$ cat config.mk
export PLATFORM = sky130hd
export DESIGN_NAME = fpnew_result_buffer
export DESIGN_NICKNAME = d
export VERILOG_FILES = /design/src/rtl/fpnew_pkg.sv /design/src/rtl/fpnew_result_fifo_mem.sv /design/src/rtl/fpnew_result_buffer.sv
export SDC_FILE = /design/constraint.sdc
export NUM_CORES = 1
export LEC_CHECK = 0
export BUFFER_PORTS_ARGS = -buffer_cell sky130_fd_sc_hd__buf_2
export CORE_MARGIN = 4
export CORE_UTILIZATION = 50
export DETAILED_ROUTE_END_ITERATION = 8
export PLACE_DENSITY = 0.83
export SLEW_MARGIN = 10
export SYNTH_ARGS = -nofsm -noshare
export SYNTH_HDL_FRONTEND = slang
export SYNTH_SLANG_ARGS = --single-unit
$ cat constraint.sdc
create_clock -name clk_i -period 4.45 [get_ports clk_i]
set_clock_uncertainty 0.1 [all_clocks]
set_input_delay 0.89 -clock clk_i [delete_from_list [all_inputs] [get_ports clk_i]]
set_output_delay 0.89 -clock clk_i [all_outputs]
set_load 0.01 [all_outputs]
$ cat src/rtl/fpnew_pkg.sv
// fpnew_pkg: shared fpnew types used by the result buffer.
package fpnew_pkg;
  typedef struct packed {
    logic nv;
    logic dz;
    logic of;
    logic uf;
    logic nx;
  } status_t;
endpackage

$ cat src/rtl/fpnew_result_fifo_mem.sv
// fpnew_result_fifo_mem: Depth-entry register array, one write port, one async read port.
module fpnew_result_fifo_mem
  import fpnew_pkg::*;
#(
  parameter int unsigned Width = 32,
  parameter int unsigned Depth = 4,
  parameter type TagType = logic,
  localparam int unsigned PtrWidth = $clog2(Depth)
) (
  input  logic                clk_i,
  input  logic                we_i,
  input  logic [PtrWidth-1:0] waddr_i,
  input  logic [Width-1:0]    result_i,
  input  status_t             status_i,
  input  TagType              tag_i,
  input  logic [PtrWidth-1:0] raddr_i,
  output logic [Width-1:0]    result_o,
  output status_t             status_o,
  output TagType              tag_o
);
  logic [Width-1:0] result_q [Depth];
  status_t          status_q [Depth];
  TagType           tag_q    [Depth];
  always_ff @(posedge clk_i) begin
    if (we_i) begin
      result_q[waddr_i] <= result_i;
      status_q[waddr_i] <= status_i;
      tag_q[waddr_i]    <= tag_i;
    end
  end
  assign result_o = result_q[raddr_i];
  assign status_o = status_q[raddr_i];
  assign tag_o    = tag_q[raddr_i];
endmodule

$ cat src/rtl/fpnew_result_buffer.sv
// fpnew_result_buffer: elastic result FIFO at the pipeline output with sticky flag accumulation.
module fpnew_result_buffer
  import fpnew_pkg::*;
#(
  parameter int unsigned Width = 32,
  parameter int unsigned Depth = 4,
  parameter type TagType = logic,
  localparam int unsigned PtrWidth = $clog2(Depth),
  localparam int unsigned CntWidth = $clog2(Depth + 1)
) (
  input  logic                clk_i,
  input  logic                rst_i,
  input  logic                in_valid_i,
  output logic                in_ready_o,
  input  logic [Width-1:0]    result_i,
  input  status_t             status_i,
  input  TagType              tag_i,
  output logic                out_valid_o,
  input  logic                out_ready_i,
  output logic [Width-1:0]    result_o,
  output status_t             status_o,
  output TagType              tag_o,
  input  logic                flush_i,
  input  logic                clr_flags_i,
  output status_t             acc_flags_o,
  output logic [CntWidth-1:0] fill_o,
  output logic                busy_o
);
  if (Depth < 2 || (Depth & (Depth - 1)) != 0) begin : g_bad_depth
    $error("fpnew_result_buffer: Depth must be a power of 2 and >= 2");
  end
  logic [PtrWidth-1:0] wr_ptr, rd_ptr;
  logic [CntWidth-1:0] count;
  status_t             acc_q;
  logic                push, pop, pop_ok;
  assign in_ready_o  = count != CntWidth'(Depth);
  assign out_valid_o = count != '0;
  assign busy_o      = out_valid_o;
  assign fill_o      = count;
  assign acc_flags_o = acc_q;
  assign push        = in_valid_i & in_ready_o;
  assign pop         = out_valid_o & out_ready_i;
  // a pop coinciding with flush is discarded, so it must not feed the flags
  assign pop_ok      = pop & ~flush_i;
  always_ff @(posedge clk_i) begin
    if (rst_i || flush_i) begin
      wr_ptr <= '0;
      rd_ptr <= '0;
      count  <= '0;
    end else begin
      wr_ptr <= wr_ptr + PtrWidth'(push);
      rd_ptr <= rd_ptr + PtrWidth'(pop);
      count  <= count + CntWidth'(push) - CntWidth'(pop);
    end
  end
  always_ff @(posedge clk_i) begin
    if (rst_i) acc_q <= '0;
    else if (clr_flags_i) acc_q <= pop_ok ? status_o : '0;
    else if (pop_ok) acc_q <= status_t'(acc_q | status_o);
  end
  fpnew_result_fifo_mem #(
    .Width  (Width),
    .Depth  (Depth),
    .TagType(TagType)
  ) u_mem (
    .clk_i   (clk_i),
    .we_i    (push & ~flush_i & ~rst_i),
    .waddr_i (wr_ptr),
    .result_i(result_i),
    .status_i(status_i),
    .tag_i   (tag_i),
    .raddr_i (rd_ptr),
    .result_o(result_o),
    .status_o(status_o),
    .tag_o   (tag_o)
  );
endmodule

* Word-level counts from Yosys, hierarchy flattened
Memory sizes are Yosys's and may differ from the RTL's. A register that Yosys moved wholly into a read port is not among the register bits. Cells that the tools add are included.
Operators by class: mux-type cells 8, reduce and logical (&&, ||, !) cells 3, add/sub/neg operators 4, equal/unequal tests 1, bitwise operators 8
Operator list (number):
- $mux 5 | 3
- $mux 2 | 3
- $and 1x1->1 | 5
- $or 5x5->5 | 1
- $add 2x1->2 | 2
- $add 3x1->3 | 1
- $ne 3x3->1 const B | 1
- $reduce_bool 3->1 | 1
- $sub 3x1->3 | 1
- $mux 1 | 2
- $not 1->1 | 2
- $reduce_bool 2->1 | 1
- $logic_or 1x1->1 | 1
Storage, ports and cells: flip-flop bits (word level) 12, output and inout bits 49, memories 3, memory bits (writable) 152
Memories:
- u_mem.result_q | words 4, bits a word 32, rd ports 1, clocked after memory_dff 1, write ports 1, RTL line fpnew_result_fifo_mem.sv:21 | logic [Width-1:0] result_q [Depth];
- u_mem.status_q | words 4, bits a word 5, rd ports 1, clocked after memory_dff 1, write ports 1, RTL line fpnew_result_fifo_mem.sv:22 | status_t status_q [Depth];
- u_mem.tag_q | words 4, bits a word 1, rd ports 1, clocked after memory_dff 1, write ports 1, RTL line fpnew_result_fifo_mem.sv:23 | TagType tag_q [Depth];

* Logic depth before layout (Yosys ltp)
depth in word-level cells 6, gate-level depth with buffers 9, depth with buffers taken out 9

* Hierarchy
From an unflattened synthesis, not the netlist that was laid out.
Unflattened totals: cells, all modules 252, area, all modules 6084.6 µm²
By module, submodules not included:
- fpnew_result_fifo_mem | area an instance 5529.1 µm², times used 1, cells an instance 202
- fpnew_result_buffer | area an instance 555.5 µm², times used 1, cells an instance 50

* Least setup slack after synthesis
Ideal clock, no wire load.
kind in2reg, start in flush_i, end mem u_mem.result_q[0][0] (enable), data arrival time 3.849 ns, data required time 3.869 ns, path buffers 0, setup slack 0.020 ns, stages on the path 3, path through nor2_1 nand3_1 nor3_1
On the way: word-level cells in the longest chain between the ends 5
RTL lines:
- start: declaration | RTL line fpnew_result_buffer.sv:23 | input logic flush_i,
- $not 1->1 | RTL line fpnew_result_buffer.sv:67 | .we_i (push & ~flush_i & ~rst_i),
- $and 1x1->1 (2 in series) | RTL line fpnew_result_buffer.sv:67
- $mux 1 | RTL line fpnew_result_fifo_mem.sv:25 | if (we_i) begin
- $mux 1 (implied by the code) | RTL line fpnew_result_fifo_mem.sv:26 | result_q[waddr_i] <= result_i;
- end: declaration | RTL line fpnew_result_fifo_mem.sv:21
No other way between the ends.

==> out/qor.txt <==
Post-synthesis instance total = 250
Root buf cell = sky130_fd_sc_hd__clkbuf_16
Synthesis Warnings = 0
Clock tree from TritonCTS = done
Wire length of the first global-routing pass = 16600 um
Most common cell after layout, fill and taps aside = sky130_fd_sc_hd__edfxtp_1
Depth of the most critical reg-to-reg path = 9
Nets = 408
FILL cells = 798
Register area share after synthesis = 0.797
Clock Path Buffers = 2
Internal reg-to-reg setup slack = 2120 ps
PD cells = 454 mW/mm2
Reg-to-reg critical path endpoint = fill_o[2]$_SDFF_PP0_
Worst flop-to-flop path startpoint = fill_o[2]$_SDFF_PP0_
Sum Neg Setup Slack = 0 ps
Max Slew Vio Count = 0
Number of antenna-violating nets in the routed design = 0
Number of max-cap violations = 0
Die Span X = 118 um
Total wirelength of the detailed-routed design = 10600 um
Hold WS = 380 ps
Peak Freq = 319 MHz
CP Launch Type = register
Headroom to the max-slew limit = 0.306
Clock net sink count = 164
Crit-path slowest cell = sky130_fd_sc_hd__dfxtp_4
Final critical-path required period = 3130 ps
Per-cell via count in the routed design = 5.44
Count of endpoints failing setup in the final report = 0
All-layer global routing usage = 0.163
Violation count after the first detailed-routing iteration = 180
Worst min-delay path class = reg -> reg
Post-DP HPWL = 6680 um
Final estimated routing congestion in global placement = 0.713
Status = finished, final reports clean
Residual DRC = 0
Vias = 2809
Number of buffers added by the clock tree synthesis step = 17
Final non-filler cell area = 0.00727 mm2
Commonest non-fill, non-tap cells in the layout = 152 x sky130_fd_sc_hd__edfxtp_1, 92 x sky130_fd_sc_hd__buf_2, 34 x sky130_fd_sc_hd__mux4_2, 17 x sky130_fd_sc_hd__clkbuf_16, 10 x sky130_fd_sc_hd__dfxtp_1
First-pass DRT Iterations = 4
Least-Margin Pin Slew = 1040 ps
Slowest stage delay, CP = 850 ps
Synthesized area per cell = 24.1 um2
Worst-path fanout max = 39
Lkg Pwr = 2.49 nW
Routed len/inst = 20.5 um
Area inside the core boundary = 0.0116 mm2
Antenna violations before repair = 1
Utilization after layout = 0.626
Chain of cells forming the critical path = mux4_1 > buf_2
Setup repair after global routing missed its margin = no
Data arrival time of the worst path = 2140 ps
Growth of design area from synthesis to finish = 20.7%
Die Y = 118 um
Endpoints failing hold = 0
Resize count post-CTS = 0
Number of distinct library cells after synthesis = 21
Maximum number of pins on one net before global-route repair = 40
CTS H-tree depth = 4
Clk slew on worst S/H paths = 60 ps
Category of the most critical setup path = reg -> out
Peak ir drop on the vdd network = 315 uV
Clock latency reported for the late side of the worst-skew pair = 420 ps
Number of rows in the core area = 39
I/O Buffers = 92
Post-synthesis instance area = 0.00603 mm2
Critical path launch point = rd_ptr[0]$_SDFF_PP0_
Net count after synthesis = 299
I/O Pins = 93
Effective utilization at floorplan = 0.519
Register bit count reported by yosys = 164
CTS hold repair buffers = 0
Placed Area = 0.00668 mm2
Capture point of the worst path = status_o[4]
Post-route clock period utilization = 0.703
Worst path required time = 3460 ps
Vias in the first global route = 3025
Proportion of layout cells with a drive suffix above 1 = 0.462
Die Outline Area = 0.0139 mm2
Endpoint type of the worst setup path = primary output
Overflow left after global routing = 0
Setup repair bufs after CTS = 0
==> routing by layer <==
| layer | share of wire | GRT usage | wire length (um) | vias up |
|---|---|---|---|---|
| met5 | 0.00075 | 0 | 8 | - |
| met4 | 0.012 | 0.0615 | 132 | 2 |
| met3 | 0.064 | 0.0692 | 678 | 15 |
| met2 | 0.50 | 0.261 | 5310 | 82 |
| met1 | 0.42 | 0.198 | 4480 | 1434 |
| li1 | - | - | - | 1276 |
==> state kept, by name, summed over array words and instances (netlist names) <==
name,cells
wr_ptr,2
u_mem.status_q,20
rd_ptr,2
u_mem.tag_q,4
u_mem.result_q,128
fill_o,3
acc_flags_o,5
==> cells by family (layout without fill, tap and decap cells) <==
family	count (synthesis)	count (layout)	share of synthesized area
flip-flops	164	164	0.797
XOR/XNOR	4	4	0.00581
adder cells (fa/ha/maj)	5	5	0.0116
buffers and inverters	14	136	0.0152
AO/OA/AOI/OAI	6	6	0.00872
AND/OR/NAND/NOR	19	19	0.0168
multiplexers	38	38	0.145
other	0	1	0
==> area by class of cell <==
class	count	area (um2)	share of cell area
antenna	1	2.50	0.000344
clock buffer	17	425	0.0585
sequential	164	4810	0.661
multi-input combinational	72	1150	0.159
timing repair buffer	99	513	0.0705
inverter	5	18.8	0.00258
clock inverter	15	170	0.0234
tap	143	179	0.0246
==> power breakdown <==
part	switching, W	total (W)	internal (W)	leakage, nW
Sequential	0.0000156	0.00172	0.00170	1.47
Combinational	0.0000682	0.000133	0.0000651	0.741
Clock	0.000608	0.00145	0.000840	0.282
==> worst min path at each step <==
stage	from	end	slack (ps)	cells after the start
3_5_place_dp	acc_flags_o[4]$_SDFFE_PP0P_	acc_flags_o[4]$_SDFFE_PP0P_	370	1
4_1_cts	acc_flags_o[3]$_SDFFE_PP0P_	acc_flags_o[3]$_SDFFE_PP0P_	390	1
5_1_grt	acc_flags_o[0]$_SDFFE_PP0P_	acc_flags_o[0]$_SDFFE_PP0P_	420	1
2_1_floorplan	acc_flags_o[0]$_SDFFE_PP0P_	acc_flags_o[0]$_SDFFE_PP0P_	420	1
6_report	acc_flags_o[3]$_SDFFE_PP0P_	acc_flags_o[3]$_SDFFE_PP0P_	380	1
3_3_place_gp	acc_flags_o[3]$_SDFFE_PP0P_	acc_flags_o[3]$_SDFFE_PP0P_	360	1
==> critical path: cells and delay by family, from the launching register on <==
kind	cells	cell delay, ps
buf+inv	1	170
flops	1	850
mux	1	690
==> synth_stat cells <==
cell                       count  area share
sky130_fd_sc_hd__edfxtp_1    152        0.76
sky130_fd_sc_hd__mux4_2       34        0.13
sky130_fd_sc_hd__dfxtp_1      12       0.040
sky130_fd_sc_hd__a22o_1        5      0.0073
sky130_fd_sc_hd__and2_1        5      0.0052
sky130_fd_sc_hd__inv_1         5      0.0031
sky130_fd_sc_hd__nor3_1        5      0.0042
sky130_fd_sc_hd__buf_2         4      0.0033
sky130_fd_sc_hd__buf_6         4      0.0075
sky130_fd_sc_hd__ha_1          4      0.0083
sky130_fd_sc_hd__mux4_1        4       0.017
sky130_fd_sc_hd__nor2_1        4      0.0025
sky130_fd_sc_hd__xnor2_1       4      0.0058
sky130_fd_sc_hd__buf_4         1      0.0012
sky130_fd_sc_hd__fa_1          1      0.0033
sky130_fd_sc_hd__nand2_1       1     0.00062
sky130_fd_sc_hd__nand3_1       1     0.00083
sky130_fd_sc_hd__nand4_1       1      0.0010
sky130_fd_sc_hd__o31a_1        1      0.0015
sky130_fd_sc_hd__or3_1         1      0.0010
sky130_fd_sc_hd__or3b_2        1      0.0015
==> per-stage QoR <==
step | total power, W | cells | setup slack [ps]
CTS | 0.00333 | 515 | 1240
finish | 0.00330 | 516 | 1320
detailed placement | 0.00189 | 483 | 1460
global placement | 0.00188 | 483 | 1540
floorplan | 0.00182 | 250 | 20.4
global route | 0.00342 | 515 | 1150
Power figures use the tool's default switching activity.
